--- src/rtl/comb_seq_exerciser.sv ---
// rtl/comb_seq_exerciser.sv - stimulus sweep and response checker for the A/B/C/Q lab circuit
module comb_seq_exerciser #(
  parameter int PASSES = 1,
  parameter int ERR_W  = 8
) (
  input  logic             clk,
  input  logic             reset,
  input  logic             start,
  output logic             dut_rst,
  output logic             A,
  output logic             B,
  output logic             C,
  input  logic             Q,
  output logic             busy,
  output logic             done,
  output logic             pass,
  output logic [ERR_W-1:0] err_count,
  output logic             first_fail_valid,
  output logic             first_fail_rst,
  output logic [2:0]       first_fail_vec
);

  localparam int N  = 8 * PASSES;
  localparam int CW = $clog2(N + 1);

  typedef enum logic [2:0] {IDLE, DUT_RST, RST_CHK, DRIVE, DRAIN, DONE} state_t;

  state_t          state;
  logic [CW-1:0]   cnt;
  logic            exp_d;
  logic            chk_d;
  logic [2:0]      vec_d;
  logic [2:0]      abc;
  logic            chk_err;
  logic            rst_err;
  logic            any_err;
  logic [ERR_W-1:0] err_next;

  assign abc = {A, B, C};

  // Q lags the driven vector by two edges; vec_d/exp_d carry the vector along.
  assign chk_err  = chk_d && (Q != exp_d);
  assign rst_err  = (state == RST_CHK) && Q;
  assign any_err  = chk_err || rst_err;
  assign err_next = (any_err && (err_count != '1)) ? err_count + 1'b1 : err_count;

  always_ff @(posedge clk) begin
    if (reset) begin
      state            <= IDLE;
      cnt              <= '0;
      exp_d            <= 1'b0;
      chk_d            <= 1'b0;
      vec_d            <= 3'b000;
      dut_rst          <= 1'b0;
      A                <= 1'b0;
      B                <= 1'b0;
      C                <= 1'b0;
      busy             <= 1'b0;
      done             <= 1'b0;
      pass             <= 1'b0;
      err_count        <= '0;
      first_fail_valid <= 1'b0;
      first_fail_rst   <= 1'b0;
      first_fail_vec   <= 3'b000;
    end else begin
      exp_d <= |abc;
      vec_d <= abc;
      chk_d <= (state == DRIVE);

      if (any_err) begin
        err_count <= err_next;
        if (!first_fail_valid) begin
          first_fail_valid <= 1'b1;
          first_fail_rst   <= rst_err;
          first_fail_vec   <= rst_err ? 3'b000 : vec_d;
        end
      end

      case (state)
        IDLE: begin
          if (start) begin
            busy             <= 1'b1;
            dut_rst          <= 1'b1;
            pass             <= 1'b0;
            err_count        <= '0;
            first_fail_valid <= 1'b0;
            first_fail_rst   <= 1'b0;
            first_fail_vec   <= 3'b000;
            state            <= DUT_RST;
          end
        end
        DUT_RST: begin
          dut_rst <= 1'b0;
          state   <= RST_CHK;
        end
        RST_CHK: begin
          {A, B, C} <= 3'b000;
          cnt       <= CW'(1);
          state     <= DRIVE;
        end
        DRIVE: begin
          if (cnt == CW'(N)) begin
            {A, B, C} <= 3'b000;
            state     <= DRAIN;
          end else begin
            {A, B, C} <= cnt[2:0];
            cnt       <= cnt + 1'b1;
          end
        end
        DRAIN: begin
          busy  <= 1'b0;
          done  <= 1'b1;
          pass  <= (err_next == '0);
          state <= DONE;
        end
        DONE: begin
          done  <= 1'b0;
          state <= IDLE;
        end
        default: state <= IDLE;
      endcase
    end
  end

endmodule

--- config.mk ---
export PLATFORM = sky130hd
export DESIGN_NAME = comb_seq_exerciser
export DESIGN_NICKNAME = d
export VERILOG_FILES = /design/src/rtl/comb_seq_exerciser.sv
export SDC_FILE = /design/constraint.sdc
export NUM_CORES = 1
export LEC_CHECK = 0
export BUFFER_PORTS_ARGS = -buffer_cell sky130_fd_sc_hd__buf_2
export CAP_MARGIN = 10
export CORE_MARGIN = 8
export CORE_UTILIZATION = 45
export DETAILED_ROUTE_END_ITERATION = 10
export PLACE_DENSITY = 0.76
export SYNTH_ARGS = -nofsm -noshare
export SYNTH_HDL_FRONTEND = slang
export SYNTH_SLANG_ARGS = --single-unit
--- constraint.sdc ---
create_clock -name clk -period 2.2 [get_ports clk]
set_clock_uncertainty 0.15 [all_clocks]
set_input_delay 0.44 -clock clk [delete_from_list [all_inputs] [get_ports clk]]
set_output_delay 0.44 -clock clk [all_outputs]
set_load 0.005 [all_outputs]
==> results of run 1 <==
-- power by group --
part | switching, mW | total (mW) | leakage [nW] | internal (mW)
combinational | 0.0476 | 0.0784 | 0.401 | 0.0307
clock | 0.192 | 0.344 | 0.0380 | 0.152
sequential | 0.0118 | 0.603 | 0.259 | 0.591
-- sequential cells by signal (all words and copies together) (netlist names) --
name	cells
first_fail_rst	1
err_count	8
first_fail_vec	3
dut_rst	1
pass	1
busy	1
exp_d	1
C	1
cnt	4
done	1
vec_d	3
A	1
first_fail_valid	1
B	1
state	3
chk_d	1
-- metal layers --
layer  part of all wire [%]  global-route usage (%)  vias to the layer above
li1                       -                       -                      646
met1                     45                    13.7                      563
met2                     48                    19.9                       31
met3                    6.4                    3.96                        5
met4                   0.99                    5.76                        0
met5                      0                       0                        -
-- synth_stat cells (2+ instances only) --
cell / n
ha_1: 3
inv_1: 7
mux2i_1: 2
nand2_1: 10
and2_1: 3
a22oi_1: 4
a31oi_1: 4
nor3_1: 4
nand4_1: 3
nor2_1: 18
nand3_1: 7
o21ai_0: 3
a21oi_1: 11
clkbuf_1: 4
xor2_1: 5
nand3b_1: 5
dfxtp_1: 32
o31ai_1: 2
nor3b_1: 2
and3_1: 2
nor2b_1: 7
-- cell families (layout without fill, tap and decap cells) --
logic type,count (synthesis),in the layout,synth area share (%)
simple gates,69,69,27.3
compound gates,37,37,17.4
flops,32,32,42.9
buf+inv,13,40,4.02
xor+xnor,5,5,2.93
mux,4,4,2.85
fa+ha+maj,3,3,2.51
-- final cells by class --
class                   count  area share, %
clock buffers               6           3.00
clock inverters             2          0.586
inverters                   7           1.54
multi-input cells         118           46.4
flip-flops and latches     32           37.5
well taps                  46           3.37
repair buffers             25           7.62
-- worst max-delay path, delay by kind of cell (launching register included) --
kind                       cells  cell delay (ns)
and+or+nand+nor                3             0.66
DFF                            1             0.42
AOI/OAI and AO/OA              2             0.31
adders and majority gates      1             0.21
-- how the worst min path moves through the flow --
stage	cells after the start	slack, ns	to
after CTS	3	0.28	state[0]$_SDFFE_PP0P_
after floorplan	2	0.29	first_fail_vec[0]$_SDFF_PP0_
after global placement	2	0.30	first_fail_vec[1]$_SDFF_PP0_
after detailed placement	2	0.31	pass$_SDFFE_PP0P_
after global routing	2	0.31	cnt[1]$_SDFFE_PP0P_
final	3	0.29	state[0]$_SDFFE_PP0P_
-- through the flow --
stage	util (%)	worst slack [ns]	instance area (sq um)	instances	total power, mW
global placement	50.5	0.399	1650	228	0.695
floorplan	-	0.495	1490	163	0.671
detailed placement	50.5	0.362	1650	228	0.696
CTS	52.4	0.361	1710	236	1.04
finish	52.4	0.379	1710	236	1.03
global route	52.4	0.176	1710	236	1.08
==> impl_metrics.ini, run 1 <==
[cts]
cts_tree = built
htree_levels = 2
cts_buffers = 5
cts_sinks = 32
postCtsResizedCells = 0
post-cts-setup-buffers = 0
cts.path.max_buffers = 2
insertion_delay_ns = 0.32
ctsHoldBuffers = 0
clkSlewWorstSetupHoldPaths_ns = 0.10
cts-root-buf = clkbuf_4

[yosys]
yosysSeqAreaShare_pct = 42.9
syn_area_sq_um = 1490
syn_area_per_cell_sq_um = 9.16
synth_nets = 170
syn_inst = 163
ys_warn_count = 0
synth_ff_type = dfxtp_1
async_flop_share_pct = 0
synth_seq_cells = 32
yosysTopAreaCellShare_pct = 42.9
synth_enable_flop_cells = 0
synth_top_area_cell = dfxtp_1
synthTopCellsByArea = dfxtp_1, nor2_1, a21oi_1, nor2b_1, xor2_1
synth.distinct_cells = 46

[detailed_routing]
vias = 1245
vias_per_cell = 5.28
routed_wl_um = 2940
wl_per_cell_um = 12.5
drt_first_pass_iters = 4
remaining_drc_errors = 0
drtAntennaViolNets = 0
dr.first_iter.drc_count = 60

[min_path]
hold_class = in2reg
hold_start = start

[grt]
grt_pass1_vias = 1202
grt-ovfl-total = 0
grt_max_degree = 18
grt_pass1_wl_um = 5130
antenna_found_initial = 0
grt_use_total_pct = 12.1

[placed_design]
io_buffers = 23
hpwlAfterDp_um = 2220
place_congestion = 0.850

[floorplanning]
io_pins = 24
dieWidth_um = 73.6
dieHeight_um = 73.6
die_area_sq_um = 5420
num_rows = 21
core_area_sq_um = 3260
initial_core_util_pct = 45.8

[final_layout]
layout_commonest_cell = dfxtp_1
layout_common_cells = dfxtp_1, buf_2, nor2_1, a21oi_1, nand2_1
seqCellArea_sq_um = 641
fillers = 335
num_antenna_cells = 0
synthToLayoutAreaGrowth_pct = 14.4
multi_input_area_sq_um = 792
drive_gt1_share_pct = 21.6
final_nets = 196

[critical_path]
critPathLaunchType = flop
path_class = reg2reg
worstPathMaxFanout = 6
critPathLaunch = err_count[0]$_SDFF_PP0_
reg2reg_to = pass$_SDFFE_PP0P_
critPathCapture = pass$_SDFFE_PP0P_
ff2ff_setup_slack_ns = 0.38
cp_cell_sequence = ha_1, and2_1, nand3_1, and4bb_2, o22ai_1, o31ai_1
slowest_stage = dfxtp_1
r2r_start = err_count[0]$_SDFF_PP0_
arrival_ns = 1.92
cp.required_ns = 2.30
slowest_delay_ns = 0.42
end_kind = flop
reg2reg_depth = 6

[sta]
rsz0062_at_grt = no
drv_slew = 0
hold_ws_ns = 0.286
hold_viol_final = 0
fin_crit_sh_pct = 82.8
fin_crit_ns = 1.82
finalSetupTns_ns = 0
tightest_slew_ns = 0.361
slew_headroom_pct = 75.9
clock.fmax_ghz = 0.549
setup_violations = 0

[pwr]
p_leak_nw = 0.698
p_per_area_nw_per_um2 = 600
ir_drop_uv = 454

[flow_run]
drv_cap = 0

[status]
status = finished, final reports clean
No activity file was read; power rests on OpenSTA's default activity.
==> inputs of run 2 (changes only) <==
Clock period 2.2 ns to 1.7 ns, I/O delays scaled along.
==> run 2 against run 1 <==
  * Core utilization up 3.9 points
  * Die area unchanged
  * Worst setup slack worse by 0.32 ns
  * Sequential power up 29%
  * Count of clock-buffer cells in the layout down 1
  * First-iteration DRC count up 12%
  * Via count up 4.2%
  * Sequential cell count unchanged
  * Largest power group unchanged
  * Worst hold slack worse by 0.088 ns
==> impl_metrics.ini, run 2 (synthesis results as in run 1) <==
[cts]
htree_levels = 2
cts_tree = built
clkSlewWorstSetupHoldPaths_ns = 0.09
cts.path.max_buffers = 2
cts_sinks = 32
insertion_delay_ns = 0.33
cts_buffers = 5
cts-root-buf = clkbuf_4

[final_layout]
largest_register = err_count
layout_common_cells = dfxtp_1, buf_2, nor2_1, buf_4, a21oi_1
synthToLayoutAreaGrowth_pct = 22.9
final_nets = 211
layout_commonest_cell = dfxtp_1
drive_gt1_share_pct = 30.2
layoutNonFillerInstCount = 248
largest_reg_flops = 8
num_antenna_cells = 0
top_regs = err_count (8), cnt (4)
final_util_pct = 56.3

[detailed_routing]
remaining_drc_errors = 0
dr.first_iter.drc_count = 67
drt_first_pass_iters = 6
wl_per_cell_um = 13.3
vias = 1297
drtAntennaViolNets = 0
vias_per_cell = 5.23
routed_wl_um = 3290

[sta]
setup_slack_ns = 0.0610
slew_headroom_pct = 79.3
hold_viol_final = 0
drv_slew = 0
hold_ws_ns = 0.198
rsz0062_at_grt = yes
fin_crit_ns = 1.64
setup_violations = 0
tightest_slew_ns = 0.310
fin_crit_sh_pct = 96.4
clock.fmax_ghz = 0.610

[pwr]
power_mw = 1.27
p_per_area_nw_per_um2 = 694
ir_drop_uv = 494
p_leak_nw = 0.767

[floorplanning]
num_rows = 21
core_area_sq_um = 3260
die_area_sq_um = 5420
io_pins = 24
dieHeight_um = 73.6
dieWidth_um = 73.6
initial_core_util_pct = 45.8

[status]
status = finished, final reports clean

[min_path]
hold_end = state[0]$_SDFFE_PP0P_
min_path_cells = 3
hold_class = in2reg
hold_start = start

[grt]
grt_use_total_pct = 12.9
antenna_found_initial = 0
grt_pass1_vias = 1238
grt-ovfl-total = 0
grt_pass1_wl_um = 5380
grt_max_degree = 18

[critical_path]
cp_num_cells = 6
reg2reg_depth = 6
ff2ff_setup_slack_ns = 0.06
cp_top_family = compound AO/OA/AOI/OAI gates
path_buf_inv = 0
slowest_stage = dfxtp_1
reg2reg_to = pass$_SDFFE_PP0P_
path_class = reg2reg
critPathLaunchType = flop
arrival_ns = 1.74
cp_cell_sequence = ha_2, and2_4, nand3_4, a211oi_2, o211ai_1, o31ai_1
worstPathMaxFanout = 7
slowest_delay_ns = 0.35
r2r_start = err_count[0]$_SDFF_PP0_
end_kind = flop
cp.required_ns = 1.80

[placed_design]
dp_cells = 240
place_congestion = 0.815
io_buffers = 23
dp_slack_ns = -0.0340
hpwlAfterDp_um = 2380

[flow_run]
drv_cap = 0
run 2: metal layers:
layer	track usage [%]	routed length (um)
met5	0	0
met1	13.8	1440
met4	7.10	54
met2	20.6	1600
met3	6.00	194
run 2: tightest hold or removal path, cell delays in order:
cell     delay [ns]
buf_2          0.11
o31ai_1        0.07
a21oi_1        0.11
run 2: area by class of cell:
class                   instances  area (sq um)
clock buffers                   5          37.5
fillers                       317          1420
inverters                       7          26.3
multi-input cells             118           815
flip-flops and latches         32           643
well taps                      46          57.6
repair buffers                 40           255
run 2: timing repair:
action,4_1_cts,5_1_grt
hold buffers,0,0
setup endpoints to repair,0,1
buffers inserted,0,3
resized for setup,0,8
run 2: worst max path at each step:
stage	from	endpoint	slack, ns
after global routing	exp_d$_SDFF_PP0_	pass$_SDFFE_PP0P_	-0.04
after detailed placement	Q	pass$_SDFFE_PP0P_	-0.03
final	err_count[0]$_SDFF_PP0_	pass$_SDFFE_PP0P_	0.06
after floorplan	err_count[3]$_SDFF_PP0_	pass$_SDFFE_PP0P_	0.02
after CTS	err_count[4]$_SDFF_PP0_	pass$_SDFFE_PP0P_	0.02
after global placement	Q	pass$_SDFFE_PP0P_	0.009
run 2: through the flow:
| stage | TNS (ns) | instance area [sq um] |
|---|---|---|
| after floorplan | 0 | 1500 |
| after global placement | 0 | 1750 |
| after detailed placement | -0.0340 | 1750 |
| after CTS | 0 | 1790 |
| after global routing | -0.0377 | 1830 |
| final | 0 | 1830 |
run 2: power by group:
group / internal [mW] / switching, mW / total (mW)
Sequential: 0.765 / 0.0116 / 0.776
Clock: 0.138 / 0.230 / 0.368
Combinational: 0.0567 / 0.0720 / 0.129
Total: 0.959 / 0.313 / 1.27
==> inputs of run 3 (changes only) <==
Settings changed: BUFFER_PORTS_ARGS -buffer_cell sky130_fd_sc_hd__buf_2 to -buffer_cell sky130_fd_sc_hd__buf_4.
==> run 3 against run 2 <==
  * Via count is 2.2% higher
  * Worst setup slack worse by 0.018 ns
  * Critical path depth stayed put
  * Combinational power hardly changed
  * Sequential share of layout area is 1.1 points lower
  * Cell area is 3.3% higher
  * Critical endpoint unchanged
  * Total power is 17% higher
  * Global-route usage is 0.73 points higher
  * Wire length is 2.9% higher
==> impl_metrics.ini, run 3 (synthesis results as in run 1) <==
[final_layout]
drive_gt1_share_pct = 28.9
layout_commonest_cell = buf_4
layout_common_cells = buf_4, dfxtp_1, nor2_1, a21oi_1, nand2_1
top_regs = err_count (8), cnt (4)
final_nets = 207
stdcell_area_sq_um = 1900
largest_register = err_count
num_antenna_cells = 0
largest_reg_flops = 8
synthToLayoutAreaGrowth_pct = 27.0

[cts]
cts_sinks = 32
cts_tree = built
ctsHoldBuffers = 0
cts.path.max_buffers = 2
insertion_delay_ns = 0.34
clkSlewWorstSetupHoldPaths_ns = 0.11
cts_buffers = 5
cts-root-buf = clkbuf_4
htree_levels = 2

[critical_path]
cp.required_ns = 1.82
slowest_stage = dfxtp_1
arrival_ns = 1.77
worstPathMaxFanout = 4
cp_cell_sequence = ha_2, and2_4, nand3_1, and4bb_2, o22ai_1, o31ai_1
critPathLaunchType = flop
path_class = reg2reg
path_buf_inv = 0
slowest_delay_ns = 0.36
cp_top_family = simple AND/OR/NAND/NOR gates
end_kind = flop

[floorplanning]
die_area_sq_um = 5420
core_area_sq_um = 3260
io_pins = 24
initial_core_util_pct = 45.8
dieHeight_um = 73.6
dieWidth_um = 73.6
num_rows = 21

[sta]
fin_crit_ns = 1.66
fin_crit_sh_pct = 97.5
hold_ws_ns = 0.137
drv_slew = 0
rsz0062_at_grt = yes
tightest_slew_ns = 0.319
setup_violations = 0
slew_headroom_pct = 78.7
hold_viol_final = 0
clock.fmax_ghz = 0.603

[pwr]
comb_power_share_pct = 8.7
pwr-share-seq_pct = 52.4
switching_share_pct = 23.9
power_frac_clock_pct = 38.9
p_leak_nw = 0.765
switchingPower_uw = 356
p_per_area_nw_per_um2 = 784
ir_drop_uv = 440
internal_power_mw = 1.13

[detailed_routing]
wl_per_cell_um = 13.7
routed_wl_um = 3380
drt_first_pass_iters = 4
dr.first_iter.drc_count = 72
drtAntennaViolNets = 0
vias = 1326
remaining_drc_errors = 0
vias_per_cell = 5.37

[placed_design]
io_buffers = 23
placed_cell_area_sq_um = 1790
place_congestion = 0.874
hpwlAfterDp_um = 2530

[grt]
grt_pass1_wl_um = 5700
grt-ovfl-total = 0
top_usage_layer = met2
antenna_found_initial = 0
grt_max_degree = 18
met3_usage_pct = 6.00
grt_pass1_vias = 1383
grtUsageMet1_pct = 11.8
grtUsageMet2_pct = 24.9
grt_use_total_pct = 13.7

[status]
status = finished, final reports clean

[min_path]
hold_class = in2reg

[flow_run]
drv_cap = 0
-- run 3: per-layer routing --
metal	share of wire [%]	vias to the layer above
met5	0	-
met4	2.2	0
met3	4.6	8
met2	53	19
met1	40	635
li1	-	664
-- run 3: final cells by class --
class	count	area, sq um
repair buffers	36	283
flip-flops and latches	32	643
well taps	46	57.6
fillers	304	1360
inverters	7	26.3
clock buffers	5	37.5
multi-input cells	118	806
clock inverters	3	42.5
-- run 3: through the flow --
step / TNS, ns / total power [mW] / setup WS (ns) / utilization, % / std cells
after floorplan: 0 / 0.868 / 0.0179 / - / 163
after detailed placement: -0.0458 / 0.923 / -0.0458 / 54.8 / 237
after global routing: -0.0721 / 1.55 / -0.0721 / 58.2 / 247
final: 0 / 1.49 / 0.0429 / 58.2 / 247
after global placement: -0.00501 / 0.918 / -0.00501 / 54.8 / 237
after CTS: 0 / 1.51 / 0.0450 / 57.3 / 245
-- run 3: worst paths after layout --
kind,slack (ns),to,cells after the start,startpoint
hold reg to reg,0.33,first_fail_vec[0]$_SDFF_PP0_,2,vec_d[0]$_SDFF_PP0_
hold / removal,0.14,B$_SDFFE_PP0P_,2,reset
setup reg to reg,0.04,pass$_SDFFE_PP0P_,6,err_count[1]$_SDFF_PP0_
setup / recovery,0.04,pass$_SDFFE_PP0P_,6,err_count[1]$_SDFF_PP0_
-- run 3: worst reg2reg max path: cells and delay by family, from the launching register on --
family          cells  cell delay, ns
flops               1            0.36
simple gates        3            0.57
fa+ha+maj           1            0.19
compound gates      2            0.31
-- run 3: repair_timing --
action | 4_1_cts | 5_1_grt
gates resized for setup | 1 | 4
pin swaps | 0 | 1
setup buffers | 0 | 2
endpoints found under the setup margin | 1 | 1
-- run 3: power by group through the flow --
stage | Clock [mW] | Sequential (mW) | Combinational (mW)
3_3_place_gp | 0 | 0.794 | 0.124
3_5_place_dp | 0 | 0.795 | 0.129
6_report | 0.578 | 0.778 | 0.129
5_1_grt | 0.629 | 0.781 | 0.145
4_1_cts | 0.602 | 0.778 | 0.129
2_1_floorplan | 0 | 0.796 | 0.0719
